===== config.mk =====
export PLATFORM = sky130hd
export DESIGN_NAME = rf_1wnr_sync_wrapper
export DESIGN_NICKNAME = d
export VERILOG_FILES = /design/src/rtl/rf_1wnr_sync_wrapper.sv
export SDC_FILE = /design/constraint.sdc
export NUM_CORES = 1
export LEC_CHECK = 0
export CAP_MARGIN = 25
export CORE_MARGIN = 2
export CORE_UTILIZATION = 55
export CTS_BUF_LIST = sky130_fd_sc_hd__clkbuf_4 sky130_fd_sc_hd__clkbuf_8 sky130_fd_sc_hd__clkbuf_16
export DETAILED_ROUTE_END_ITERATION = 16
export DONT_BUFFER_PORTS = 1
export MAX_ROUTING_LAYER = met4
export PLACE_DENSITY = 0.73
export SLEW_MARGIN = 10
export SYNTH_ARGS = -nofsm -noshare
export SYNTH_HDL_FRONTEND = slang
export SYNTH_SLANG_ARGS = --single-unit

===== constraint.sdc =====
create_clock -name clk -period 16 [get_ports clk]
set_input_delay 0.8 -clock clk [delete_from_list [all_inputs] [get_ports clk]]
set_output_delay 0.8 -clock clk [all_outputs]
set_load 0.05 [all_outputs]

===== src/rtl/rf_1wnr_sync_wrapper.sv =====
// Register file: one masked write port, NUM_RD read ports with 0/1/2-cycle latency, zero-init engine.
// Define RF_PARITY_EN to add per-lane even parity storage with the par_inj / rd_perr ports.
module rf_1wnr_sync_wrapper #(
  parameter int READ_DELAY = 1,
  parameter int ADDR_WIDTH = 4,
  parameter int DATA_WIDTH = 32,
  parameter int MASK_GRAN  = 8,
  parameter int RF_DEPTH   = 2**ADDR_WIDTH,
  parameter int NUM_RD     = 2
) (
  input  logic                           clk,
  input  logic                           rst,
  input  logic                           init_start,
  output logic                           init_busy,
  output logic                           init_done,
  input  logic                           we,
  input  logic [ADDR_WIDTH-1:0]          waddr,
  input  logic [DATA_WIDTH-1:0]          wdata,
  input  logic [DATA_WIDTH/MASK_GRAN-1:0] wmask,
  output logic                           wr_drop,
  input  logic [NUM_RD-1:0]              re,
  input  logic [NUM_RD*ADDR_WIDTH-1:0]   raddr,
  output logic [NUM_RD*DATA_WIDTH-1:0]   rdata,
`ifdef RF_PARITY_EN
  input  logic                           par_inj,
  output logic [NUM_RD-1:0]              rd_perr,
`endif
  output logic [NUM_RD-1:0]              rvalid
);

  localparam int LANES = DATA_WIDTH / MASK_GRAN;
  localparam logic [ADDR_WIDTH:0]   DEPTH_W = (ADDR_WIDTH+1)'(RF_DEPTH);
  localparam logic [ADDR_WIDTH-1:0] LAST_A  = ADDR_WIDTH'(RF_DEPTH - 1);

  typedef enum logic {ST_IDLE, ST_INIT} state_e;
  typedef logic [DATA_WIDTH-1:0] word_t;
  typedef logic [LANES-1:0]      lane_t;

  function automatic logic in_range(input logic [ADDR_WIDTH-1:0] a);
    return {1'b0, a} < DEPTH_W;
  endfunction

  state_e                state_q, state_d;
  logic [ADDR_WIDTH-1:0] cnt_q, cnt_d;
  logic                  done_q, done_d;
  logic                  drop_q, drop_d;

  always_ff @(posedge clk or posedge rst) begin
    if (rst) begin
      state_q <= ST_IDLE;
      cnt_q   <= '0;
      done_q  <= 1'b0;
      drop_q  <= 1'b0;
    end else begin
      state_q <= state_d;
      cnt_q   <= cnt_d;
      done_q  <= done_d;
      drop_q  <= drop_d;
    end
  end

  // NOTE: every variable gets a default before the case so no path leaves it unassigned (no latch).
  always_comb begin
    state_d = state_q;
    cnt_d   = cnt_q;
    done_d  = 1'b0;
    case (state_q)
      ST_IDLE: if (init_start) begin
        state_d = ST_INIT;
        cnt_d   = '0;
      end
      ST_INIT: begin
        if (init_start) begin
          cnt_d = '0;                      // restart; the aborted pass never signals done
        end else if (cnt_q == LAST_A) begin
          state_d = ST_IDLE;
          cnt_d   = '0;
          done_d  = 1'b1;
        end else begin
          cnt_d = cnt_q + 1'b1;
        end
      end
      default: state_d = ST_IDLE;
    endcase
  end

  always_comb begin
    init_busy = (state_q == ST_INIT);
    init_done = done_q;
    wr_drop   = drop_q;
  end

  // Single array write port shared by the init engine and user writes.
  logic                  init_wr, usr_wr, mem_we;
  logic [ADDR_WIDTH-1:0] mem_wa;
  word_t                 mem_wd;
  lane_t                 lane_en;

  always_comb begin
    init_wr = (state_q == ST_INIT);
    usr_wr  = we && !init_wr && in_range(waddr);
    drop_d  = we && !usr_wr;
    mem_we  = init_wr || usr_wr;
    mem_wa  = init_wr ? cnt_q : waddr;
    mem_wd  = init_wr ? '0 : wdata;
    lane_en = init_wr ? '1 : wmask;
  end

  word_t mem_q [RF_DEPTH];

  // NOTE: the array is reset so contents are defined without running init; it maps to flops, not a RAM macro.
  always_ff @(posedge clk or posedge rst) begin
    if (rst) begin
      for (int i = 0; i < RF_DEPTH; i++) mem_q[i] <= '0;
    end else if (mem_we) begin
      for (int l = 0; l < LANES; l++)
        if (lane_en[l]) mem_q[mem_wa][l*MASK_GRAN +: MASK_GRAN] <= mem_wd[l*MASK_GRAN +: MASK_GRAN];
    end
  end

  logic [ADDR_WIDTH-1:0]           ra [NUM_RD];
  logic [NUM_RD-1:0][DATA_WIDTH-1:0] sel_word;

  // Write-first bypass only exists on registered read paths.
  always_comb begin
    sel_word = '0;
    for (int k = 0; k < NUM_RD; k++) begin
      ra[k] = raddr[k*ADDR_WIDTH +: ADDR_WIDTH];
      if (in_range(ra[k])) sel_word[k] = mem_q[ra[k]];
      if (READ_DELAY != 0 && mem_we && mem_wa == ra[k])
        for (int l = 0; l < LANES; l++)
          if (lane_en[l]) sel_word[k][l*MASK_GRAN +: MASK_GRAN] = mem_wd[l*MASK_GRAN +: MASK_GRAN];
    end
  end

`ifdef RF_PARITY_EN
  lane_t                        mem_wp;
  lane_t                        par_q [RF_DEPTH];
  logic [NUM_RD-1:0][LANES-1:0] sel_par;
  logic [NUM_RD-1:0]            perr_now;

  always_comb begin
    mem_wp = '0;
    for (int l = 0; l < LANES; l++)
      mem_wp[l] = init_wr ? 1'b0 : (^wdata[l*MASK_GRAN +: MASK_GRAN]) ^ par_inj;
  end

  always_ff @(posedge clk or posedge rst) begin
    if (rst) begin
      for (int i = 0; i < RF_DEPTH; i++) par_q[i] <= '0;
    end else if (mem_we) begin
      for (int l = 0; l < LANES; l++)
        if (lane_en[l]) par_q[mem_wa][l] <= mem_wp[l];
    end
  end

  always_comb begin
    sel_par  = '0;
    perr_now = '0;
    for (int k = 0; k < NUM_RD; k++) begin
      if (in_range(ra[k])) sel_par[k] = par_q[ra[k]];
      if (READ_DELAY != 0 && mem_we && mem_wa == ra[k])
        for (int l = 0; l < LANES; l++)
          if (lane_en[l]) sel_par[k][l] = mem_wp[l];
      for (int l = 0; l < LANES; l++)
        perr_now[k] = perr_now[k] | (^{sel_word[k][l*MASK_GRAN +: MASK_GRAN], sel_par[k][l]});
    end
  end
`endif

  generate
    if (READ_DELAY == 0) begin : g_rd0
      assign rdata  = sel_word;
      assign rvalid = re;
`ifdef RF_PARITY_EN
      assign rd_perr = re & perr_now;
`endif
    end else begin : g_rd12
      logic [NUM_RD-1:0][DATA_WIDTH-1:0] s1_q;
      logic [NUM_RD-1:0]                 v1_q;
      logic [NUM_RD-1:0]                 p1_q;

      always_ff @(posedge clk or posedge rst) begin
        if (rst) begin
          s1_q <= '0;
          v1_q <= '0;
          p1_q <= '0;
        end else begin
          v1_q <= re;
`ifdef RF_PARITY_EN
          p1_q <= re & perr_now;
`endif
          for (int k = 0; k < NUM_RD; k++)
            if (re[k]) s1_q[k] <= sel_word[k];
        end
      end

      if (READ_DELAY == 1) begin : g_rd1
        assign rdata  = s1_q;
        assign rvalid = v1_q;
`ifdef RF_PARITY_EN
        assign rd_perr = p1_q;
`endif
      end else begin : g_rd2
        logic [NUM_RD-1:0][DATA_WIDTH-1:0] s2_q;
        logic [NUM_RD-1:0]                 v2_q;
        logic [NUM_RD-1:0]                 p2_q;

        always_ff @(posedge clk or posedge rst) begin
          if (rst) begin
            s2_q <= '0;
            v2_q <= '0;
            p2_q <= '0;
          end else begin
            s2_q <= s1_q;
            v2_q <= v1_q;
            p2_q <= p1_q;
          end
        end

        assign rdata  = s2_q;
        assign rvalid = v2_q;
`ifdef RF_PARITY_EN
        assign rd_perr = p2_q;
`endif
      end
    end
  endgenerate

endmodule

Word-level counts from Yosys, hierarchy flattened

Index checks and enable logic that the tools add are counted.

$add $sub $neg: 1
$lt $le $gt $ge: 4
Equality and inequality tests: 4
Muxes and demuxes: 49
Bitwise gates (word level): 4
Reductions and logical operators: 8

Operators by type and width:

| kind                                                | number |
|---|---|
| two-way mux 512 bit                                 | 7 |
| bitwise mux 512 bit                                 | 4 |
| demux 32 bit (select 4 bit)                         | 4 |
| binary-select mux 32 bit (select 4 bit)             | 2 |
| two-way mux 32 bit                                  | 8 |
| two-way mux 8 bit                                   | 9 |
| two-way mux 24 bit                                  | 1 |
| two-way mux 4 bit                                   | 5 |
| two-way mux 16 bit                                  | 1 |
| >= comparator 5 bit (second input constant)         | 3 |
| inverter 4 -> 5 bit                                 | 3 |
| equality test 4 bit                                 | 2 |
| case mux 4 bit (2 select lines)                     | 1 |
| two-way mux 1 bit                                   | 6 |
| logical AND 1 bit                                   | 5 |
| < comparator 5 x 1 -> 1 bit (second input constant) | 1 |
| adder 4 x 1 -> 4 bit (second input constant)        | 1 |
| equality test 4 bit (second input constant)         | 1 |
| zero test 1 bit                                     | 2 |
| inequality test 2 bit (second input constant)       | 1 |
| case mux 1 bit (2 select lines)                     | 1 |
| logical OR 1 bit                                    | 1 |
| inverter 1 bit                                      | 1 |

Register bits: 585
Input bits: 54
Word-level logic and storage cells: 93

Logic depth before layout (Yosys ltp)

Gate-level depths: netlist of the first run.

Depth in word-level cells: 17
Depth in mapped cells: 10

Worst setup path after synthesis of the first run

No wires, ideal clock.

Path type: input -> register
Start point: in raddr[0]
End point: reg g_rd12.s1_q (netlist bit rdata[10])
Setup time: 0.139 ns
Arrival time: 2.506 ns
Data required time: 15.861 ns
Slack: 13.355 ns
Stages: 7
Buffers on the path: 3
Cells stage by stage: buf_2 buf_2 clkbuf_1 mux4_2 mux4_2 inv_1 o221ai_1

Cells in the longest elaborated chain, start to end: 6

RTL lines:

| item                                                  | line | source |
|---|---|---|
| start, declared                                       | 22   | `input logic [NUM_RD*ADDR_WIDTH-1:0] raddr,` |
| inverter 4 -> 5 bit (implied by the code)             | 129  | `if (in_range(ra[k])) sel_word[k] = mem_q[ra[k]];` |
| binary-select mux 32 bit (select 4 bit)               | 129  |  |
| two-way mux 32 bit (implied by the code) (2 in a row) | 129  |  |
| two-way mux 8 bit                                     | 132  | `if (lane_en[l]) sel_word[k][l*MASK_GRAN +: MASK_GRAN] = mem_wd[l*MASK_GRAN +: MASK_GRAN];` |
| two-way mux 32 bit *                                  | 130  | `if (READ_DELAY != 0 && mem_we && mem_wa == ra[k])` |
| end signal, assigned by index                         | 194  | `if (re[k]) s1_q[k] <= sel_word[k];` |
| end, declared                                         | 179  | `logic [NUM_RD-1:0][DATA_WIDTH-1:0] s1_q;` |

Mark *: on every way between the ends. The rest lies on a longest branch, timed or not. The select of a mux whose other input is x is not followed.
A chain may end at the register's enable or synchronous reset.

Worst setup path in the final report of the first run

Start point: reg state_q, in the netlist init_busy
End point: reg g_rd12.s1_q (netlist bit rdata[45])

Cells in the longest elaborated chain, start to end: 5

RTL lines:

| item                                                                      | line | source |
|---|---|---|
| start, declared                                                           | 43   | `state_e state_q, state_d;` |
| start signal, assigned                                                    | 55   | `state_q <= state_d;` |
| parallel branches: the longest is 4 deep, another holds two-way mux 4 bit | n/a  |  |
| two-way mux 32 bit *                                                      | 130  |  |

Mark *: on every way between the ends.

==> flow_metrics.env, run 1 <==
export IMPL_worstSetupStartpointType="register"
export IMPL_clock_latency_ps=630
export IMPL_drive_gt1_share_pct=51.58
export IMPL_cts_hold_buf=0
export IMPL_tightest_slew_ps=1097
export IMPL_gp_routability_congestion=0.8032
export IMPL_max_cap_violations=0
export IMPL_rsz0062_at_grt="false"
export IMPL_start_util_pct=55.54
export IMPL_track_usage_pct=29.44
export IMPL_arrival_ps=5000
export IMPL_cellPowerDensity_mw_per_mm2=96.05
export IMPL_clk_pin_slew_ps=60
export IMPL_yosysWarnings=0
export IMPL_nets=2034
export IMPL_cts_resized=0
export IMPL_fin_crit_sh_pct=28.46
export IMPL_hp_class="in2async"
export IMPL_fin_setup_tns_ps=0
export IMPL_area_growth_pct=7.990
export IMPL_synth_cell_type_count=56
export IMPL_status="complete, no violations"
export IMPL_io_pin_count=123
export IMPL_drt_iter0_drc=1803
export IMPL_cts_htree_levels=2
export IMPL_synth_top_flop_cell="dfrtp_1"
export IMPL_clock_path_buffers=3
export IMPL_drc_errors=0
export IMPL_numCtsBuffers=61
export IMPL_die_w_um=242.6
export IMPL_drv_slew=0
export IMPL_clock_sinks=585
export IMPL_yosys_area_top_type="dfrtp_1"
export IMPL_setup_violations=0
export IMPL_vias=18850
export IMPL_ys_seq_area_share_pct=46.74
export IMPL_final_min_clock_period_ps=4554
export IMPL_synth_edf_count=0
export IMPL_grt_pass1_wl_um=126400
export IMPL_dp_hpwl_um=48360
export IMPL_fmaxAchievable_mhz=219.6
export IMPL_synthAdderAreaFrac_pct=0.03995
export IMPL_relSlewSlack_pct=26.45
export IMPL_vias_per_cell=6.781
export IMPL_clock_skew_ps=25.34
export IMPL_finalPower_uw=3248
export IMPL_synth_compound_area_share_pct=3.244
export IMPL_root_buffer="clkbuf_16"
export IMPL_dr_pass1_iters=4
export IMPL_grt_max_degree=181
export IMPL_holdWs_ps=154.1
export IMPL_cts_tree="done"
export IMPL_post_cts_buffers=0
export IMPL_io_buffers=0
export IMPL_coreArea_mm2=0.05639
export IMPL_fillers=4267
export IMPL_synthCells=2046
export IMPL_die_h_um=242.6
export IMPL_yosys_top_cells_area="dfrtp_1, mux4_2, mux2_2"
export IMPL_cp_max_fo=48
export IMPL_synth_top_area_share_pct=46.74
export IMPL_muxShareOfSynthArea_pct=41.53
export IMPL_critPathKind="reg2reg"
export IMPL_cp_end_kind="register"
export IMPL_yosysMostFrequentCell="dfrtp_1"
export IMPL_synth_nets=2101
export IMPL_required_ps=16440
export IMPL_wirelength_um=82350
export IMPL_leakage_uw=0.01491
export IMPL_hold_viol=0
export IMPL_vdd_drop_max_v=0.00008389
export IMPL_grt_overflow_total=0
export IMPL_ys_seq_elements=585
export IMPL_grt_pass1_vias=19850
export IMPL_final_antenna_net_count=0
export IMPL_synth_top_family_by_area="multiplexers"
export IMPL_synth_simple_area_share_pct=4.982
export IMPL_netlist_top_cells_count="dfrtp_1, mux2_2, mux4_2"
export IMPL_avgSynthCellArea_um2=15.31
export IMPL_die_area_mm2=0.05887
export IMPL_async_reset_ff_share_pct=100.0
export IMPL_wl_per_cell_um=29.62
export IMPL_rows=87
export IMPL_synth_xor_area_share_pct=0.3076
export IMPL_antenna_found_initial=1
export IMPL_synthesis_area_mm2=0.03132
==> metrics by stage <==
step                      instance area, um^2  setup WS, ps  utilization [%]  cells
final                                   33820         11450            59.98   2780
after global routing                    33810         11260            59.97   2778
after CTS                               33670         11550            59.71   2763
after detailed placement                31660         11540            56.15   2659
after global placement                  31620         11690            56.07   2654
after floorplan                         31320          7227                -   2046
==> final timing paths <==
kind / startpoint / end / slack [ps] / cells past startpoint
max: init_busy / rdata[45] / 11450 / 6
min: rst / mem_q[505] / 150 / 1
max reg2reg: init_busy / rdata[45] / 11450 / 6
min reg2reg: mem_q[36] / mem_q[36] / 520 / 1
max in group asynchronous: rst / mem_q[109] / 13930 / 4
min in group clk: re[0] / rvalid[0] / 210 / 0
==> cells by family (layout without fill, tap and decap cells) <==
| group | Yosys count | after routing |
|---|---|---|
| adder cells (fa/ha/maj) | 1 | 1 |
| AND/OR/NAND/NOR | 258 | 258 |
| buffers and inverters | 213 | 187 |
| AO/OA/AOI/OAI | 124 | 124 |
| XOR/XNOR | 11 | 11 |
| other | 0 | 4 |
| flip-flops | 585 | 585 |
| multiplexers | 854 | 854 |
==> sequential cells by signal, indices dropped and copies added, names as in the netlist <==
register and flops:
cnt_q 4, init_busy 1, init_done 1, mem_q 512, rdata 64, rvalid 2
wr_drop 1
==> metal layers <==
metal  up-vias  routed length [um]  global-route usage (%)
li1       7741                   -                       -
met1     10280               34660                   40.37
met2       664               38770                   44.02
met3       167                6272                   7.054
met4         0                2649                   9.202
met5         -                   0                       -
==> layout by cell type (no fill, tap or decap), drive strengths merged, types with 16 or more instances in the layout <==
cell and n:
a21oi 22, a31oi 16, buf 31, clkbuf 84, dfrtp 585, inv 51
mux2 530, mux2i 22, mux4 302, nand2 67, nand2b 49, nor2 55
nor2b 33, nor3 24, o221ai 62
==> power by group <==
part	internal (uW)	switching [uW]
logic	113	110
clock network	852	589
registers	1520	66.8
total	2480	766
==> worst max-delay path, stage by stage, from the launching register on <==
cell and delay, ps:
dfrtp_4 850, buf_4 690, mux2i_1 370, xor2_1 220
nand4_1 830, o21ai_1 1160, o221ai_1 230
==> area by class of cell <==
class	count	area (um^2)	area share, %
Multi-Input combinational cell	1248	15710	46.45
Sequential cell	585	14640	43.30
Clock buffer	84	1749	5.172
Tap cell	756	945.9	2.797
Timing Repair Buffer	31	309.0	0.9138
Clock inverter	20	255.2	0.7547
Inverter	52	198.9	0.5882
Antenna cell	4	10.01	0.02960
Note: power is estimated with default switching activity, not from simulation.
==> inputs of run 2 (changes only) <==
==> constraint.sdc (replaced) <==
create_clock -name clk -period 4 [get_ports clk]
set_input_delay 0.2 -clock clk [delete_from_list [all_inputs] [get_ports clk]]
set_output_delay 0.2 -clock clk [all_outputs]
set_load 0.05 [all_outputs]
==> flow_metrics.env, run 2 (same netlist as run 1, synthesis figures left out) <==
export IMPL_status="finished with violations"
export IMPL_violations="hold timing"
export IMPL_relSlewSlack_pct=26.15
export IMPL_gp_routability_congestion=0.8298
export IMPL_hold_start="wdata[20]"
export IMPL_clock_sinks=585
export IMPL_io_buffers=0
export IMPL_grt_max_degree=175
export IMPL_dp_hpwl_um=49020
export IMPL_wl_per_cell_um=30.45
export IMPL_vias=19450
export IMPL_numCtsBuffers=67
export IMPL_start_util_pct=55.54
export IMPL_die_w_um=242.6
export IMPL_post_cts_buffers=0
export IMPL_cp_end_kind="register"
export IMPL_fin_setup_tns_ps=0
export IMPL_grt_pass1_wl_um=133500
export IMPL_timing_rr_end="rdata[4]"
export IMPL_min_path_cells=2
export IMPL_max_cap_violations=0
export IMPL_finalPower_uw=13720
export IMPL_rrSetupSlack_ps=740
export IMPL_wirelength_um=87040
export IMPL_cp_cell_sequence="buf_4, nor2b_1, a22oi_1, or4_4, o21ai_4, o221ai_1, dlygate4sd3_1"
export IMPL_final_min_clock_period_ps=3262
export IMPL_fin_crit_sh_pct=81.56
export IMPL_vdd_drop_max_v=0.0003492
export IMPL_max_stage_delay_ps=740
export IMPL_cellPowerDensity_mw_per_mm2=394.9
export IMPL_required_ps=4480
export IMPL_cts_htree_levels=3
export IMPL_nets=2098
export IMPL_grt_pass1_vias=20620
export IMPL_critPathKind="reg2reg"
export IMPL_io_pin_count=123
export IMPL_final_antenna_net_count=0
export IMPL_clock_latency_ps=610
export IMPL_coreArea_mm2=0.05639
export IMPL_track_usage_pct=31.48
export IMPL_cp_max_fo=19
export IMPL_final_common_cell="dfrtp_1"
export IMPL_setup_ws_ps=737.7
export IMPL_tightest_slew_ps=1104
export IMPL_rsz0062_at_grt="false"
export IMPL_multiInputGateArea_mm2=0.01571
export IMPL_regMostFlops="mem_q"
export IMPL_hp_class="in2reg"
export IMPL_grt_overflow_total=0
export IMPL_clock_skew_ps=16.18
export IMPL_fmaxAchievable_mhz=306.5
export IMPL_final_cell_mix="dfrtp_1, mux2_2, mux4_2, clkbuf_16, o221ai_1"
export IMPL_drv_slew=0
export IMPL_dr_pass1_iters=5
export IMPL_cts_tree="done"
export IMPL_hold_end="mem_q[500]"
export IMPL_drt_iter0_drc=1768
export IMPL_die_area_mm2=0.05887
export IMPL_clk_pin_slew_ps=60
export IMPL_area_growth_pct=10.90
export IMPL_cts_resized=0
export IMPL_clock_path_buffers=3
export IMPL_path_delay_family="simple AND/OR/NAND/NOR gates"
export IMPL_holdWs_ps=-23.49
export IMPL_rows=87
export IMPL_cts_hold_buf=48
export IMPL_fillers=4209
export IMPL_seq_area_mm2=0.01464
export IMPL_arrival_ps=3740
export IMPL_drc_errors=0
export IMPL_largest_register_ffs=512
export IMPL_drive_gt1_share_pct=51.05
export IMPL_root_buffer="clkbuf_16"
export IMPL_setup_violations=0
export IMPL_die_h_um=242.6
export IMPL_place_ws_ps=1069
export IMPL_vias_per_cell=6.803
export IMPL_hold_viol=1
export IMPL_cp_num_buf_inv=2
export IMPL_r2r_start="init_busy"
export IMPL_reg2reg_depth=7
export IMPL_slowest_stage="or4_4"
export IMPL_worstSetupStartpointType="register"
export IMPL_leakage_uw=0.01534
export IMPL_antenna_found_initial=4
## run 2: cell types whose count changed in the layout (fill, tap and decap cells not counted), moves of 3 or more
cell / before / now
dlygate4sd3_1: 0 / 46
clkbuf_8: 8 / 11
clkinv_2: 12 / 15
diode_2: 4 / 9
buf_4: 24 / 33
clkbuf_16: 61 / 73
buf_12: 2 / 7
## run 2: per-stage QoR
step	cells	hold slack, ps	util, %	cell area (um^2)
after global placement	2665	66.47	56.28	31740
after floorplan	2046	231.4	-	31320
after global routing	2855	1.114	61.58	34720
final	2859	-23.49	61.60	34730
after CTS	2837	1.931	61.38	34610
after detailed placement	2669	73.16	56.38	31790
## run 2: layer usage
layer | part of all wire [%] | global-route usage (%) | up-vias
li1 | - | - | 7902
met1 | 40 | 41.99 | 10480
met2 | 47 | 46.52 | 851
met3 | 9.6 | 8.348 | 217
met4 | 3.9 | 12.43 | 0
met5 | 0 | - | -
## run 2: cell type report
cell class	count	area share, %
Multi-Input combinational cell	1248	45.22
Timing Repair Buffer	89	2.633
Clock inverter	20	0.5836
Clock buffer	100	6.041
Sequential cell	585	42.16
Inverter	52	0.5728
Tap cell	756	2.723
Antenna cell	9	0.06484
## run 2: worst max path at each step
stage / start / slack [ps] / endpoint / cells after the start
floorplan: rst / -4170 / cnt_q[0] / 1
global placement: init_busy / 1170 / rdata[12] / 6
detailed placement: init_busy / 1070 / rdata[9] / 6
CTS: init_busy / 800 / rdata[4] / 7
global route: init_busy / 620 / rdata[4] / 7
finish: init_busy / 740 / rdata[4] / 7
## run 2: where the power goes
group	leakage [uW]	internal (uW)	switching, uW	total [uW]
combinational	0.00610	494	505	999
clock	0.00117	3890	2490	6380
sequential	0.00807	6070	269	6340
total	0.0153	10500	3270	13700
